==> src/rtl/mempool_dma_scheduler_pkg.sv <==
// Shared types and width helpers for the MemPool DMA scheduler.
package mempool_dma_scheduler_pkg;

    typedef struct packed {
        logic [31:0] src;
        logic [31:0] dst;
        logic [31:0] num_bytes;
    } burst_req_t;

    // Requester index width; a single requester still gets one bit.
    function automatic int unsigned idx_width(int unsigned num_req);
        return (num_req > 1) ? $clog2(num_req) : 1;
    endfunction

    function automatic int unsigned cnt_width(int unsigned max_outstanding);
        return $clog2(max_outstanding + 1);
    endfunction

endpackage

==> src/rtl/mempool_dma_scheduler_if.sv <==
// Backend burst channel between the scheduler (master) and the DMA backend (slave).
interface mempool_dma_scheduler_if;
    import mempool_dma_scheduler_pkg::*;

    burst_req_t burst_req;
    logic       valid;
    logic       ready;
    logic       trans_complete;
    logic       backend_idle;

    modport master (
        output burst_req,
        output valid,
        input  ready,
        input  trans_complete,
        input  backend_idle
    );

    modport slave (
        input  burst_req,
        input  valid,
        output ready,
        output trans_complete,
        output backend_idle
    );
endinterface

==> src/rtl/mempool_dma_sched_fifo.sv <==
// In-order FIFO of requester indices for issued-but-incomplete backend transfers.
module mempool_dma_sched_fifo #(
    parameter int unsigned Depth = 4,
    parameter int unsigned Width = 2
) (
    input  logic             clk_i,
    input  logic             rst_i,
    input  logic             push_i,
    input  logic [Width-1:0] data_i,
    input  logic             pop_i,
    output logic [Width-1:0] head_o,
    output logic             full_o,
    output logic             empty_o
);
    localparam int unsigned PtrWidth = (Depth > 1) ? $clog2(Depth) : 1;
    localparam int unsigned CntWidth = $clog2(Depth + 1);

    logic [Width-1:0]    mem_q [Depth];
    logic [PtrWidth-1:0] wptr_q, rptr_q;
    logic [CntWidth-1:0] cnt_q;
    logic                do_push, do_pop;

    function automatic logic [PtrWidth-1:0] ptr_inc(logic [PtrWidth-1:0] p);
        return (p == PtrWidth'(Depth - 1)) ? '0 : p + 1'b1;
    endfunction

    assign full_o  = (cnt_q == CntWidth'(Depth));
    assign empty_o = (cnt_q == '0);
    assign do_push = push_i & ~full_o;
    assign do_pop  = pop_i & ~empty_o;
    assign head_o  = mem_q[rptr_q];

    always_ff @(posedge clk_i) begin
        if (do_push) begin
            mem_q[wptr_q] <= data_i;
        end
    end

    always_ff @(posedge clk_i) begin
        if (rst_i) begin
            wptr_q <= '0;
            rptr_q <= '0;
            cnt_q  <= '0;
        end else begin
            if (do_push) wptr_q <= ptr_inc(wptr_q);
            if (do_pop)  rptr_q <= ptr_inc(rptr_q);
            if (do_push && !do_pop) begin
                cnt_q <= cnt_q + 1'b1;
            end else if (!do_push && do_pop) begin
                cnt_q <= cnt_q - 1'b1;
            end
        end
    end

endmodule

==> src/rtl/mempool_dma_scheduler.sv <==
// Round-robin sharing of one MemPool DMA backend between NumReq frontends,
// with in-order completion tracking and per-requester done pulses.
module mempool_dma_scheduler
    import mempool_dma_scheduler_pkg::*;
#(
    parameter int unsigned NumReq         = 4,
    parameter int unsigned MaxOutstanding = 4
) (
    input  logic                    clk_i,
    input  logic                    rst_i,
    input  burst_req_t              req_burst_i [NumReq],
    input  logic [NumReq-1:0]       req_valid_i,
    output logic [NumReq-1:0]       req_ready_o,
    output logic [NumReq-1:0]       req_done_o,
    output logic [NumReq-1:0]       req_busy_o,
    output logic                    idle_o,
    output logic                    spurious_o,
    mempool_dma_scheduler_if.master be
);
    localparam int unsigned IdxWidth = idx_width(NumReq);
    localparam int unsigned CntWidth = cnt_width(MaxOutstanding);

    typedef logic [IdxWidth-1:0] idx_t;
    typedef logic [CntWidth-1:0] cnt_t;

    logic              lock_q;
    idx_t              lock_idx_q, rr_q;
    cnt_t              cnt_q [NumReq];
    cnt_t              cnt_d [NumReq];
    logic [NumReq-1:0] done_q, done_d;
    logic              spurious_q;

    logic [NumReq-1:0] eligible;
    idx_t              rr_idx, grant_idx, fifo_head;
    logic              rr_found, grant_valid, grant_zero, fwd_valid;
    logic              handshake, zero_accept, fifo_full, fifo_empty, fifo_pop;

    // Zero-byte requests wait until the requester has nothing in flight to keep its order.
    always_comb begin
        for (int unsigned i = 0; i < NumReq; i++) begin
            eligible[i] = req_valid_i[i] &
                          ((req_burst_i[i].num_bytes != '0) || (cnt_q[i] == '0));
        end
    end

    always_comb begin
        int unsigned j;
        j        = 0;
        rr_idx   = '0;
        rr_found = 1'b0;
        for (int unsigned off = 0; off < NumReq; off++) begin
            j = off + 32'(rr_q);
            if (j >= NumReq) j = j - NumReq;
            if (!rr_found && eligible[idx_t'(j)]) begin
                rr_found = 1'b1;
                rr_idx   = idx_t'(j);
            end
        end
    end

    always_comb begin
        grant_idx    = lock_q ? lock_idx_q : rr_idx;
        grant_valid  = lock_q | rr_found;
        grant_zero   = grant_valid & (req_burst_i[grant_idx].num_bytes == '0);
        fwd_valid    = grant_valid & ~grant_zero & ~fifo_full;
        handshake    = fwd_valid & be.ready;
        zero_accept  = grant_valid & grant_zero;
        be.valid     = fwd_valid;
        be.burst_req = req_burst_i[grant_idx];
        fifo_pop     = be.trans_complete & ~fifo_empty;
        req_ready_o  = '0;
        if (handshake || zero_accept) req_ready_o[grant_idx] = 1'b1;
    end

    always_comb begin
        for (int unsigned i = 0; i < NumReq; i++) begin
            cnt_d[i] = cnt_q[i];
            if (handshake && (grant_idx == idx_t'(i))) cnt_d[i] = cnt_d[i] + cnt_t'(1);
            if (fifo_pop && (fifo_head == idx_t'(i)))  cnt_d[i] = cnt_d[i] - cnt_t'(1);
            done_d[i]     = (fifo_pop && (fifo_head == idx_t'(i))) ||
                            (zero_accept && (grant_idx == idx_t'(i)));
            req_busy_o[i] = (cnt_q[i] != '0);
        end
    end

    assign req_done_o = done_q;
    assign spurious_o = spurious_q;
    assign idle_o     = fifo_empty & be.backend_idle;

    always_ff @(posedge clk_i) begin
        if (rst_i) begin
            lock_q     <= 1'b0;
            lock_idx_q <= '0;
            rr_q       <= '0;
            done_q     <= '0;
            spurious_q <= 1'b0;
            for (int unsigned i = 0; i < NumReq; i++) cnt_q[i] <= '0;
        end else begin
            lock_q     <= fwd_valid & ~be.ready;
            lock_idx_q <= grant_idx;
            if (handshake || zero_accept) begin
                rr_q <= (grant_idx == idx_t'(NumReq - 1)) ? '0 : grant_idx + 1'b1;
            end
            done_q <= done_d;
            if (be.trans_complete && fifo_empty) spurious_q <= 1'b1;
            for (int unsigned i = 0; i < NumReq; i++) cnt_q[i] <= cnt_d[i];
        end
    end

    mempool_dma_sched_fifo #(
        .Depth (MaxOutstanding),
        .Width (IdxWidth)
    ) u_fifo (
        .clk_i   (clk_i),
        .rst_i   (rst_i),
        .push_i  (handshake),
        .data_i  (grant_idx),
        .pop_i   (fifo_pop),
        .head_o  (fifo_head),
        .full_o  (fifo_full),
        .empty_o (fifo_empty)
    );

endmodule

==> src/flat_wrapper.sv <==
// flat-port wrapper written by rule: the top's interface ports become plain ports
module mempool_dma_scheduler_flat import mempool_dma_scheduler_pkg::*;
#(
    parameter int unsigned NumReq         = 4,
    parameter int unsigned MaxOutstanding = 4
)
  (clk_i, rst_i, req_burst_i, req_valid_i, req_ready_o, req_done_o, req_busy_o, idle_o, spurious_o, be_burst_req, be_valid, be_ready, be_trans_complete, be_backend_idle);
  mempool_dma_scheduler_if be_i ();
  input  logic clk_i;
  input  logic rst_i;
  input  burst_req_t req_burst_i[NumReq];
  input  logic [NumReq-1:0] req_valid_i;
  output logic [NumReq-1:0] req_ready_o;
  output logic [NumReq-1:0] req_done_o;
  output logic [NumReq-1:0] req_busy_o;
  output logic idle_o;
  output logic spurious_o;
  output wire logic [$bits(be_i.burst_req)-1:0] be_burst_req;
  output wire logic [$bits(be_i.valid)-1:0] be_valid;
  input wire logic [$bits(be_i.ready)-1:0] be_ready;
  input wire logic [$bits(be_i.trans_complete)-1:0] be_trans_complete;
  input wire logic [$bits(be_i.backend_idle)-1:0] be_backend_idle;
  assign be_burst_req = be_i.burst_req;
  assign be_valid = be_i.valid;
  assign be_i.ready = be_ready;
  assign be_i.trans_complete = be_trans_complete;
  assign be_i.backend_idle = be_backend_idle;
  mempool_dma_scheduler #(.NumReq(NumReq), .MaxOutstanding(MaxOutstanding)) u_core (.clk_i(clk_i), .rst_i(rst_i), .req_burst_i(req_burst_i), .req_valid_i(req_valid_i), .req_ready_o(req_ready_o), .req_done_o(req_done_o), .req_busy_o(req_busy_o), .idle_o(idle_o), .spurious_o(spurious_o), .be(be_i));
endmodule
==> config.mk <==
export PLATFORM = sky130hd
export DESIGN_NAME = mempool_dma_scheduler_flat
export DESIGN_NICKNAME = d
export VERILOG_FILES = /design/src/rtl/mempool_dma_scheduler_pkg.sv /design/src/rtl/mempool_dma_scheduler_if.sv /design/src/rtl/mempool_dma_sched_fifo.sv /design/src/rtl/mempool_dma_scheduler.sv /design/src/flat_wrapper.sv
export SDC_FILE = /design/constraint.sdc
export NUM_CORES = 1
export LEC_CHECK = 0
export CAP_MARGIN = 25
export CORE_AREA = 2 2 196 198
export DETAILED_ROUTE_END_ITERATION = 7
export DIE_AREA = 0 0 198 200
export PLACE_DENSITY = 0.47
export SLEW_MARGIN = 20
export SYNTH_ARGS = -nofsm -noshare
export SYNTH_HDL_FRONTEND = slang
export SYNTH_HIERARCHICAL = 1
export SYNTH_SLANG_ARGS = --single-unit
export TNS_END_PERCENT = 30
==> constraint.sdc <==
create_clock -name clk_i -period 5.4 [get_ports clk_i]
set_input_delay 1.08 -clock clk_i [delete_from_list [all_inputs] [get_ports clk_i]]
set_output_delay 1.08 -clock clk_i [all_outputs]
set_load 0.1 [all_outputs]
==> results.md <==
- Met3 global-route usage: 9.913%
- CTS buffer count: 5
- Mapped Cells: 408
- Worst-Skew Late Latency: 0.28 ns
- Post-synth cell types: 57
- Initial antenna violation count: 40
- Primary FF master, synth: dfxtp_1
- Vias: 6941
- Layout cells sized above 1: 48.03%
- Ys async rst share: 0%
- CP max-delay cell: nor4_4
- Seq/Total Area, Yosys: 16.95%
- Leak: 5.342 nW
- Vias in the first global route: 7308
- Pin count of the biggest net entering global routing: 39
- Wire length per cell after detailed routing: 27.03 um
- Final number of setup-violating endpoints: 10
- CP required: 4.32 ns
- Hpwl dp: 37890 um
- Final Power: 6.695 mW
- DIE HEIGHT: 200 um
- Global Route met1 Usage: 22.64%
- Die X: 198 um
- RSZ-0062 raised after global routing: true
- GR Overflow Total: 0
- Fin Hold WS: 0.4705 ns
- Drt drc: 0
- First-pass GRT wire length: 55810 um
- Setup TNS: -3.659 ns
- Clock sink total: 39
- Layout Area Growth over Synthesis: 168.9%
- Root Driver: clkbuf_16
- FF+latch count, synth: 39
- Setup crit end kind: output port
- GRT busiest layer: met2
- Clock tree buffer depth: 2
- Delay-heaviest family, CP: simple AND/OR/NAND/NOR gates
- I/O pins: 504
- GRT Total Usage: 20.32%
- Type of the tightest min-delay check: flop to flop
- Rows: 71
- Final clock skew: 0.003459 ns
- Pre-antenna DRT Iters: 4
- Number of synthesized flops with an enable pin: 8
- CP max stage delay: 0.45 ns
- Final hold vios: 0
- Nature of the critical path startpoint: input pin
- Final ANT Viol Nets: 0
- Buf/Inv on CP: 7
- Max cap viols: 0
- Worst setup margin: -0.6312 ns
- Total Wirelength: 42970 um
- H-tree levels: 2
- PortBufs: 503
- Cell taking the most area after synthesis: mux4_2
- Slew @ Worst Pin: 0.9760 ns
- Core Area: 37400 sq um
- Max-slew headroom: 34.73%
- Kind of critical path: input pin to output port
- Util after Layout: 36.53%
- Min Tclk post-route: 6.031 ns
- CP Max Fanout: 9
- Post-Syn Area: 5080 sq um
- Global placement routability congestion: 1.010
- Starting density of the core: 13.58%
- Yosys Warn Count: 6
- Violated checks: setup timing
- Routing usage on met2: 33.74%
- Vias per std cell: 4.365
- Synth top area share: 41.67%
- CP Cell Sequence: clkdlybuf4s15_1 > nor4_4 > nand3_2 > o31ai_4 > buf_4 > buf_4 > a211oi_2 > buf_4 > o21ai_4 > buf_12 > buf_12 > mux4_2 > nor4_4 > nand4_4 > nor2_4 > o21ai_4 > nor2b_4 > buf_12
- Clock transition at path regs: 0.06 ns
- Synth area leaders: mux4_2 (42%), dfxtp_1 (12%), ha_1 (5.4%)
- Initial DRC Count: 302
- Die area: 39600 sq um
- CTS tree: built
- Syn_nets: 824
- Slew Limit Fails: 0
- Peak Freq: 0.1658 GHz
- Peak VDD IR: 217.7 uV
- Pwr/cell area: 490.1 nW/um^2
- Tcrit/Tclk final: 111.7%
- Synth Area per Inst: 12.45 sq um
- Critical Path AT: 4.95 ns
- Final-stage net count: 1479
- Status: finished with violations
logic make-up (layout without fill, tap and decap cells):
group	count (synthesis)	in the layout	synth area share, %
AO/OA/AOI/OAI	46	46	8.054
XOR/XNOR	16	16	3.571
adder cells (fa/ha/maj)	23	23	5.813
buffers and inverters	43	699	3.670
flip-flops	39	39	16.95
multiplexers	107	107	45.62
other	0	15	0
AND/OR/NAND/NOR	134	134	16.33
area by class of cell:
cell class	count	area (sq um)
Antenna cell	15	37.54
Clock buffer	5	125.1
Clock inverter	3	15.01
Fill cell	3702	23740
Inverter	19	78.83
Multi-Input combinational cell	326	4569
Sequential cell	39	860.8
Tap cell	511	639.4
Timing Repair Buffer	672	7336
power breakdown:
part	internal [mW]	total [mW]	switching (mW)
Clock	0.169	0.286	0.117
Combinational	2.41	5.98	3.56
Sequential	0.372	0.430	0.0585
tightest hold or removal path, stage by stage (launching register included):
cell and delay, ns:
dfxtp_1 0.32, a21oi_1 0.04, nor2_1 0.07
layer usage:
metal | share of wire, % | vias to the layer above
met3 | 11 | 94
met1 | 37 | 3374
li1 | - | 3047
met2 | 48 | 386
met4 | 3.6 | 40
met5 | 0.57 | -
worst paths after layout:
kind	depth (start not counted)	slack [ns]	start	endpoint
worst min-delay path	2	0.47	u_core/spurious_o	u_core/spurious_o
worst max-delay path	18	-0.63	req_burst_i[22]	req_ready_o[3]
worst max register to register	25	0.28	u_core/cnt_q[1][0]	u_core/u_fifo/cnt_q[2]
worst min register to register	2	0.47	u_core/spurious_o	u_core/spurious_o
stage by stage:
stage	std cells	area, sq um	setup WS [ns]
final	1590	13660	-0.6312
after global routing	1582	13640	-0.7410
after floorplan	408	5270	-0.7739
after global placement	1530	12850	-1.329
after CTS	1558	13370	-0.6583
after detailed placement	1530	12850	-1.293
flip-flops by register name (all words and copies together), names as in the netlist, named ones only:
signal,count
u_core/lock_q,1
u_core/spurious_o,1
u_core/u_fifo/mem_q,8
u_core/u_fifo/rptr_q,2
u_core/cnt_q,12
u_core/rr_q,2
u_core/u_fifo/cnt_q,3
u_core/lock_idx_q,2
u_core/u_fifo/wptr_q,2
u_core/req_done_o,4
cell usage in the layout, fill, tap and decap left out, types with 5 or more instances in the layout:
| cell | count |
|---|---|
| nor3_1 | 5 |
| o21ai_4 | 6 |
| clkdlybuf4s15_2 | 13 |
| clkbuf_16 | 7 |
| nand4_1 | 7 |
| nor2_1 | 19 |
| clkdlybuf4s50_1 | 275 |
| nor4_4 | 21 |
| clkdlybuf4s15_1 | 15 |
| diode_2 | 15 |
| nor4_2 | 17 |
| buf_4 | 149 |
| buf_12 | 110 |
| dlygate4sd2_1 | 62 |
| and2_4 | 5 |
| clkbuf_2 | 5 |
| edfxtp_1 | 8 |
| dfxtp_1 | 31 |
| a31oi_1 | 5 |
| nand2_1 | 12 |
| nand3_1 | 6 |
| ha_1 | 20 |
| inv_1 | 17 |
| nand2b_1 | 9 |
| mux4_2 | 98 |
| buf_2 | 22 |
| mux2i_1 | 7 |
| buf_6 | 14 |
| xnor2_1 | 7 |
| a21oi_1 | 9 |
synthesized netlist by cell type, drive strengths merged, types with 9 or more instances:
master / n
nor2: 22
ha: 22
nand4: 9
nand3: 9
nor4: 40
mux4: 98
nand2b: 10
buf: 11
a21oi: 10
nand2: 14
dfxtp: 31
clkbuf: 13
inv: 19
timing repair:
action,4_1_cts,5_1_grt
gates resized for setup,304,55
gates cloned,1,2
pin swaps,65,36
setup buffers,21,17
endpoints found under the hold margin,0,0
endpoints found under the setup margin,128,84
hold buffers,0,0
Note: power is estimated with default switching activity, not from simulation.
